### config.mk
export PLATFORM = sky130hd
export DESIGN_NAME = lct_frame_rx_flat
export DESIGN_NICKNAME = d
export VERILOG_FILES = /design/src/rtl/lct_frame_rx_if.sv /design/src/rtl/lct_frame_rx.sv /design/src/flat_wrapper.sv
export SDC_FILE = /design/constraint.sdc
export NUM_CORES = 1
export LEC_CHECK = 0
export CAP_MARGIN = 20
export CORE_AREA = 2 2 92 94
export DETAILED_ROUTE_END_ITERATION = 12
export DIE_AREA = 0 0 94 96
export PLACE_DENSITY = 0.77
export SYNTH_ARGS = -nofsm -noshare
export SYNTH_HDL_FRONTEND = slang
export SYNTH_SLANG_ARGS = --single-unit
### constraint.sdc
create_clock -name clk -period 2.4 [get_ports clk]
set_input_delay 0.24 -clock clk [delete_from_list [all_inputs] [get_ports clk]]
set_output_delay 0.24 -clock clk [all_outputs]
set_load 0.01 [all_outputs]
### src/rtl/lct_frame_rx_if.sv
// Frame bus into the LCT link receiver and the decoded best/second LCT fields
// coming out of it, bundled so producer and consumer share one declaration.
interface lct_frame_rx_if #(
    parameter int ERRW = 16
);
    logic [15:0]     lct_in;
    logic            err_clr;

    logic            hv;
    logic [1:0]      hp;
    logic [6:0]      hnp;
    logic            hfap;
    logic            hpatbp;

    logic            lv;
    logic [1:0]      lp;
    logic [6:0]      lnp;
    logic            lfap;
    logic            lpatbp;

    logic [1:0]      shower_int;
    logic [1:0]      bxn;
    logic            lct_strobe;
    logic            locked;
    logic [ERRW-1:0] err_cnt;

    modport master (
        output lct_in, err_clr,
        input  hv, hp, hnp, hfap, hpatbp,
        input  lv, lp, lnp, lfap, lpatbp,
        input  shower_int, bxn, lct_strobe, locked, err_cnt
    );

    modport slave (
        input  lct_in, err_clr,
        output hv, hp, hnp, hfap, hpatbp,
        output lv, lp, lnp, lfap, lpatbp,
        output shower_int, bxn, lct_strobe, locked, err_cnt
    );
endinterface

### src/rtl/lct_frame_rx.sv
// Receiving end of the two-frame LCT link: aligns to frame pairs, checks parity,
// locks after a run of good pairs and emits the decoded LCT fields with a strobe.
module lct_frame_rx #(
    parameter int LOCK_COUNT = 4,
    parameter int MISS_MAX   = 3,
    parameter int ERRW       = 16
) (
    input  logic          clk,
    input  logic          rst_n,
    lct_frame_rx_if.slave link
);
    localparam int GW = $clog2(LOCK_COUNT + 1);
    localparam int MW = $clog2(MISS_MAX + 1);

    typedef enum logic [1:0] {
        HUNT   = 2'd0,
        CHECK  = 2'd1,
        LOCKED = 2'd2
    } state_t;

    state_t          state;
    logic [15:0]     r0;
    logic [15:0]     r1;
    logic            phase;
    logic [GW-1:0]   good_cnt;
    logic [MW-1:0]   miss_cnt;
    logic [11:0]     best_q;
    logic [11:0]     second_q;
    logic [1:0]      shower_q;
    logic [1:0]      bxn_q;
    logic            strobe_q;
    logic            locked_q;
    logic [ERRW-1:0] err_q;

    logic            r0_par_ok;
    logic            r1_par_ok;
    logic            marker_ok;
    logic            pair_good;
    logic            count_err;

    // phase=1 means r0 holds frame 1 and r1 holds frame 0 of the same pair
    always_comb begin
        r0_par_ok = ~^r0;
        r1_par_ok = ~^r1;
        marker_ok = r0[15] & r0_par_ok;
        pair_good = r1[15] & ~r0[15] & r0_par_ok & r1_par_ok;
        count_err = phase & ~pair_good & (state != HUNT);
    end

    always_ff @(posedge clk or negedge rst_n) begin
        if (!rst_n) begin
            state    <= HUNT;
            r0       <= '0;
            r1       <= '0;
            phase    <= 1'b0;
            good_cnt <= '0;
            miss_cnt <= '0;
            best_q   <= '0;
            second_q <= '0;
            shower_q <= '0;
            bxn_q    <= '0;
            strobe_q <= 1'b0;
            locked_q <= 1'b0;
            err_q    <= '0;
        end else begin
            r0       <= link.lct_in;
            r1       <= r0;
            strobe_q <= 1'b0;
            phase    <= (state == HUNT) ? marker_ok : ~phase;

            if (link.err_clr) begin
                err_q <= '0;
            end else if (count_err && (err_q != '1)) begin
                err_q <= err_q + 1'b1;
            end

            case (state)
                HUNT: begin
                    if (phase && pair_good) begin
                        state    <= CHECK;
                        good_cnt <= GW'(1);
                    end
                end
                CHECK: begin
                    if (phase) begin
                        if (!pair_good) begin
                            state    <= HUNT;
                            good_cnt <= '0;
                        end else if (good_cnt == GW'(LOCK_COUNT - 1)) begin
                            // the locking pair itself is not emitted
                            state    <= LOCKED;
                            locked_q <= 1'b1;
                            good_cnt <= '0;
                            miss_cnt <= '0;
                        end else begin
                            good_cnt <= good_cnt + 1'b1;
                        end
                    end
                end
                LOCKED: begin
                    if (phase) begin
                        if (pair_good) begin
                            miss_cnt <= '0;
                            strobe_q <= 1'b1;
                            best_q   <= r1[14:3];
                            second_q <= r0[14:3];
                            shower_q <= r1[2:1];
                            bxn_q    <= r0[2:1];
                        end else if (miss_cnt == MW'(MISS_MAX - 1)) begin
                            state    <= HUNT;
                            locked_q <= 1'b0;
                            miss_cnt <= '0;
                            best_q   <= '0;
                            second_q <= '0;
                            shower_q <= '0;
                            bxn_q    <= '0;
                        end else begin
                            miss_cnt    <= miss_cnt + 1'b1;
                            best_q[11]   <= 1'b0;
                            second_q[11] <= 1'b0;
                        end
                    end
                end
                default: begin
                    state <= HUNT;
                end
            endcase
        end
    end

    assign {link.hv, link.hp, link.hnp, link.hfap, link.hpatbp} = best_q;
    assign {link.lv, link.lp, link.lnp, link.lfap, link.lpatbp} = second_q;
    assign link.shower_int = shower_q;
    assign link.bxn        = bxn_q;
    assign link.lct_strobe = strobe_q;
    assign link.locked     = locked_q;
    assign link.err_cnt    = err_q;
endmodule
### src/flat_wrapper.sv
// flat-port wrapper written by rule: the top's interface ports become plain ports
module lct_frame_rx_flat 
#(
    parameter int LOCK_COUNT = 4,
    parameter int MISS_MAX   = 3,
    parameter int ERRW       = 16
)
  (clk, rst_n, link_lct_in, link_err_clr, link_hv, link_hp, link_hnp, link_hfap, link_hpatbp, link_lv, link_lp, link_lnp, link_lfap, link_lpatbp, link_shower_int, link_bxn, link_lct_strobe, link_locked, link_err_cnt);
  lct_frame_rx_if #(.ERRW(ERRW)) link_i ();
  input  logic clk;
  input  logic rst_n;
  input wire logic [$bits(link_i.lct_in)-1:0] link_lct_in;
  input wire logic [$bits(link_i.err_clr)-1:0] link_err_clr;
  output wire logic [$bits(link_i.hv)-1:0] link_hv;
  output wire logic [$bits(link_i.hp)-1:0] link_hp;
  output wire logic [$bits(link_i.hnp)-1:0] link_hnp;
  output wire logic [$bits(link_i.hfap)-1:0] link_hfap;
  output wire logic [$bits(link_i.hpatbp)-1:0] link_hpatbp;
  output wire logic [$bits(link_i.lv)-1:0] link_lv;
  output wire logic [$bits(link_i.lp)-1:0] link_lp;
  output wire logic [$bits(link_i.lnp)-1:0] link_lnp;
  output wire logic [$bits(link_i.lfap)-1:0] link_lfap;
  output wire logic [$bits(link_i.lpatbp)-1:0] link_lpatbp;
  output wire logic [$bits(link_i.shower_int)-1:0] link_shower_int;
  output wire logic [$bits(link_i.bxn)-1:0] link_bxn;
  output wire logic [$bits(link_i.lct_strobe)-1:0] link_lct_strobe;
  output wire logic [$bits(link_i.locked)-1:0] link_locked;
  output wire logic [$bits(link_i.err_cnt)-1:0] link_err_cnt;
  assign link_i.lct_in = link_lct_in;
  assign link_i.err_clr = link_err_clr;
  assign link_hv = link_i.hv;
  assign link_hp = link_i.hp;
  assign link_hnp = link_i.hnp;
  assign link_hfap = link_i.hfap;
  assign link_hpatbp = link_i.hpatbp;
  assign link_lv = link_i.lv;
  assign link_lp = link_i.lp;
  assign link_lnp = link_i.lnp;
  assign link_lfap = link_i.lfap;
  assign link_lpatbp = link_i.lpatbp;
  assign link_shower_int = link_i.shower_int;
  assign link_bxn = link_i.bxn;
  assign link_lct_strobe = link_i.lct_strobe;
  assign link_locked = link_i.locked;
  assign link_err_cnt = link_i.err_cnt;
  lct_frame_rx #(.LOCK_COUNT(LOCK_COUNT), .MISS_MAX(MISS_MAX), .ERRW(ERRW)) u_core (.clk(clk), .rst_n(rst_n), .link(link_i));
endmodule
# Word-level counts from Yosys, hierarchy flattened
# Cells that the tools add are included.
# word_totals
ff_bits,86
input_bits,19
out_inout_bits,46
wordCells,94
# classes
n_addsub,3
n_eq_ne,13
n_mux,38
bitwise,9
n_reduce_logical,16
# ops
operator,n
16-bit two-way mux,2
16-bit XNOR reduction,2
2-bit two-way mux,15
12-bit two-way mux,2
"16-bit by 1-bit adder with 16-bit output, second input constant",1
"16-bit inequality test, second input constant",1
3-bit two-way mux,4
11-bit two-way mux,1
1-bit two-way mux,10
"2-bit by 1-bit inequality test with 1-bit output, second input constant",5
2-bit nonzero test,5
7-bit AND reduction,1
1-bit AND,6
2-bit one-hot mux with 3 select lines,1
3-bit one-hot mux with 2 select lines,1
3-bit AND reduction,2
6-bit AND reduction,1
5-bit AND reduction,1
"2-bit == test, second input constant",2
"2-bit inequality test, second input constant",2
2-bit one-hot mux with 2 select lines,1
"3-bit by 1-bit adder with 3-bit output, second input constant",1
"3-bit by 2-bit == test with 1-bit output, second input constant",1
"3-bit inequality test, second input constant",1
other kinds (7),10

# Depth between registers and ports, before layout
# Gate-level depths: netlist of run 1.
# logic_depth
word_depth,10
mapped_depth,10
mapped_depth_nobuf,7

# Worst setup path before layout of run 1
# OpenSTA, ideal clock, no wires.
# synth_timing
kind,flip-flop to flip-flop
startpoint,"reg u_core.err_q[7], in the netlist u_core.link.err_cnt[7]"
endpoint,"reg u_core.err_q[6], in the netlist u_core.link.err_cnt[6]"
setup_time_ps,125
arrival_time_ps,2010
required_time_ps,2275
path_slack_ps,265
path_stages_with_launch,8
n_path_buf,0
synth_period_minus_slack_ps,2135
cell_sequence,dfrtp_1 and4_1 and3_1 and3_1 nand3_1 nand3_1 nor4b_1 mux2_2
# synth_between
elab_chain_len,3
# synth_lines
item,line_no,rtl
"start, declared",lct_frame_rx.sv:33,logic [ERRW-1:0] err_q;
"start signal, assigned",lct_frame_rx.sv:74,err_q <= err_q + 1'b1;
16-bit inequality test,lct_frame_rx.sv:73,end else if (count_err && (err_q != '1)) begin
1-bit logical AND,lct_frame_rx.sv:73,
2-bit nonzero test (no line),-,
# Every way passes these cells.
# A chain may end at the register's enable or synchronous reset.

# Worst setup path after layout of run 1
# layout_timing
startpoint,reg u_core.r1[3]
endpoint,"reg u_core.err_q[5], in the netlist u_core.link.err_cnt[5]"
# layout_between
elab_chain_len,7
# layout_lines
item,line_no,rtl
"start, declared",lct_frame_rx.sv:23,logic [15:0] r1;
"start signal, assigned",lct_frame_rx.sv:67,r1 <= r0;
16-bit XNOR reduction,lct_frame_rx.sv:44,r1_par_ok = ~^r1;
1-bit AND,lct_frame_rx.sv:46,pair_good = r1[15] & ~r0[15] & r0_par_ok & r1_par_ok;
1-bit NOT,lct_frame_rx.sv:47,count_err = phase & ~pair_good & (state != HUNT);
1-bit AND (2 in a row),lct_frame_rx.sv:47,
1-bit logical AND,lct_frame_rx.sv:73,
2-bit nonzero test (no line),-,
# Every way passes these cells.

==> results of run 1 <==
[layout by cell type (no fill, tap or decap), drive strengths merged, types with 4 or more instances in the layout]
cell type	instances
nand2	17
clkdlybuf4s50	63
a21oi	14
a22o	27
clkbuf	9
inv	8
nor2	16
nand3	8
ha	5
nand2b	5
or4	5
a31oi	4
nor3	6
nand4	7
o31ai	5
nor4	4
nor2b	6
dfrtp	86
xor2	4
mux2	6
xnor2	26
o21ai	8
buf	17
[report_power, final]
group          internal, mW  total (mW)  leakage, nW  switching (mW)
clock                 0.386       0.923       0.0824           0.536
sequential             1.65        1.81         1.10           0.163
combinational         0.624        1.18        0.756           0.559
[path summary, 6_finish.rpt]
path / end / cells past startpoint / start / slack, ps
setup / recovery: u_core.link.err_cnt[5]$_DFFE_PN0P_ / 8 / u_core.r1[3]$_DFF_PN0_ / 90
hold / removal: u_core.r0[12]$_DFF_PN0_ / 1 / link_lct_in[12] / 310
hold reg to reg: u_core.r1[0]$_DFF_PN0_ / 0 / u_core.r0[0]$_DFF_PN0_ / 420
max in group asynchronous: u_core.state[0]$_DFFE_PN0P_ / 3 / rst_n / 1420
min in group asynchronous: u_core.second_q[7]$_DFFE_PN0P_ / 2 / rst_n / 380
setup reg to reg: u_core.link.err_cnt[5]$_DFFE_PN0P_ / 8 / u_core.r1[3]$_DFF_PN0_ / 90
[worst max-delay path, stage by stage, from the launching register on]
cell and delay (ps):
dfrtp_1 400, xnor2_1 200, xnor2_1 190, xnor2_1 170, xnor2_1 110, and4b_2 270
buf_8 170, nor4_2 310, mux2_2 360
[routing by layer]
layer | part of all wire, % | wire length (µm)
met1 | 45 | 3250
met2 | 49 | 3520
met3 | 5.1 | 370
met4 | 1.0 | 74
met5 | 0 | 0
[stage by stage]
stage	utilization, %	hold slack (ps)	cells	TNS, ps
4_1_cts	57.4	298	489	0
3_3_place_gp	54.9	221	472	-1110
3_5_place_dp	54.9	220	472	-1920
2_1_floorplan	-	-55.6	301	0
6_report	57.8	313	489	0
5_1_grt	57.8	290	489	-8.16
[final cells by class]
cell class	count	area share (%)
sequential	86	46.3
multi-input combinational	194	29.4
timing repair buffer	81	17.0
tap	105	2.82
clock buffer	9	2.66
clock inverter	7	1.24
inverter	7	0.565
[what timing repair did]
item / in CTS / in global routing
pin swaps: 0 / 2
hold buffers: 1 / 0
endpoints found under the setup margin: 26 / 7
resized for setup: 2 / 6
hold endpoints to repair: 35 / 0
[sequential cells by signal (all words and copies together) (netlist names), 3 cells and up]
register / count
u_core.best_q: 12
u_core.good_cnt: 3
u_core.link.err_cnt: 16
u_core.r0: 16
u_core.r1: 16
u_core.second_q: 12
[cells by family after synthesis]
kind of cell | synth area share, %
compound gates | 13.0
xor+xnor | 7.31
fa+ha+maj | 1.74
buf+inv | 2.89
flops | 59.9
mux | 2.16
simple gates | 13.0
==> impl_metrics.yaml, run 1 <==
critical_path:
  endpoint_kind: "flip-flop"
  start_kind: "flip-flop"
  worstPathRequired_ps: 2640
  critPathKind: "reg2reg"
  critPathArrivalTime_ps: 2540
  crit_fanout: 25
timing:
  clock_skew_ps: 11.8
  setup_viol: 0
  finalCritPeriodShare_pct: 96.0
  final.min_clock_period_ps: 2310
  final_hold_viol_count: 0
  finalMaxSlewViolations: 0
  finalWorstSetupSlack_ps: 95.0
  maxSlewHeadroom_pct: 45.6
  rsz0062_at_grt: "true"
  fmax_mhz: 434
  tightest_slew_ps: 813
drt:
  first_pass_iters: 4
  drtAntennaViolNets: 0
  num_vias: 2573
  wl_per_cell_um: 14.8
  viasPerCell: 5.26
  drc: 0
  drtIter0Drc: 118
  finalWirelength_um: 7220
clocking:
  tritoncts: "done"
  post_cts_buffers: 0
  numCtsBuffers: 9
  clock_latency_ps: 350
  clockRootBuffer: "clkbuf_8"
  h-tree-depth: 3
  clock_sinks: 86
  cts_buffer_depth: 2
  clk_pin_slew_ps: 90
synthesis:
  ys_async_sr_fraction_pct: 100
  synth.area.top_cells: "dfrtp_1, a22o_1, xnor2_1, a21oi_1, mux2_2"
  synthCells: 301
  avgSynthCellArea_um2: 11.9
  yosysUniqueCellTypes: 41
  syn-num-nets: 325
  synth_ff_type: "dfrtp_1"
  yosysWarnings: 0
  synth_most_common_cell: "dfrtp_1"
  synth_edf_count: 0
  netlist.top_cell.by_area: "dfrtp_1"
  synth_top_area_share_pct: 59.9
  yosys-top-cells-count: "dfrtp_1, a22o_1, xnor2_1"
  synth-seq-cells: 86
  syn_area_um2: 3590
  yosysSeqAreaShare_pct: 59.9
global_routing:
  antenna_found_initial: 0
  grtUsageMet3_pct: 5.17
  met2_usage_pct: 28.3
  grt_max_degree: 52
  grt-ovfl-total: 0
  grt_use_total_pct: 17.7
  grt_most_used_layer: "met2"
  grt_pass1_vias: 2574
  grt_first_pass_wirelength_um: 12400
  grtUsageMet1_pct: 23.6
min_path:
  hold_class: "in2reg"
placed_design:
  pre_cts_ws_ps: -89.5
  hpwl_um: 5090
  post_dp_cell_area_um2: 4420
  io_buffers: 64
  gp_congestion: 0.848
layout:
  fin_area_um2: 4650
  diodes: 0
  syn2layout_area_growth_pct: 29.4
  seq_area_um2: 2150
  multi_input_area_um2: 1370
  num-nets-final: 403
  filler_cell_count: 654
  drive_gt1_share_pct: 11.7
floorplan:
  num_rows: 33
  die_w_um: 94
  start_util_pct: 44.6
  io_pins: 65
  core_area_um2: 8050
  dieArea_um2: 9020
  die_h_um: 96
power:
  ir_worst_vdd_uv: 409
  leakagePower_nw: 1.94
  power_density_nw_per_um2: 842
  p_total_mw: 3.92
status:
  status: "finished, final reports clean"
flow_run:
  cap_violations: 0
Power figures use the tool's default switching activity.
==> run 2: changes to the inputs <==
--- a/config.mk
+++ b/config.mk
@@ -5,6 +5,7 @@
 export SDC_FILE = /design/constraint.sdc
 export NUM_CORES = 1
 export LEC_CHECK = 0
+export ABC_CLOCK_PERIOD_IN_PS = 2400
 export CAP_MARGIN = 20
 export CORE_AREA = 2 2 92 94
 export DETAILED_ROUTE_END_ITERATION = 12
==> results of run 2 <==
Same layout as run 1: the final DEF is identical, and so are final timing and power.
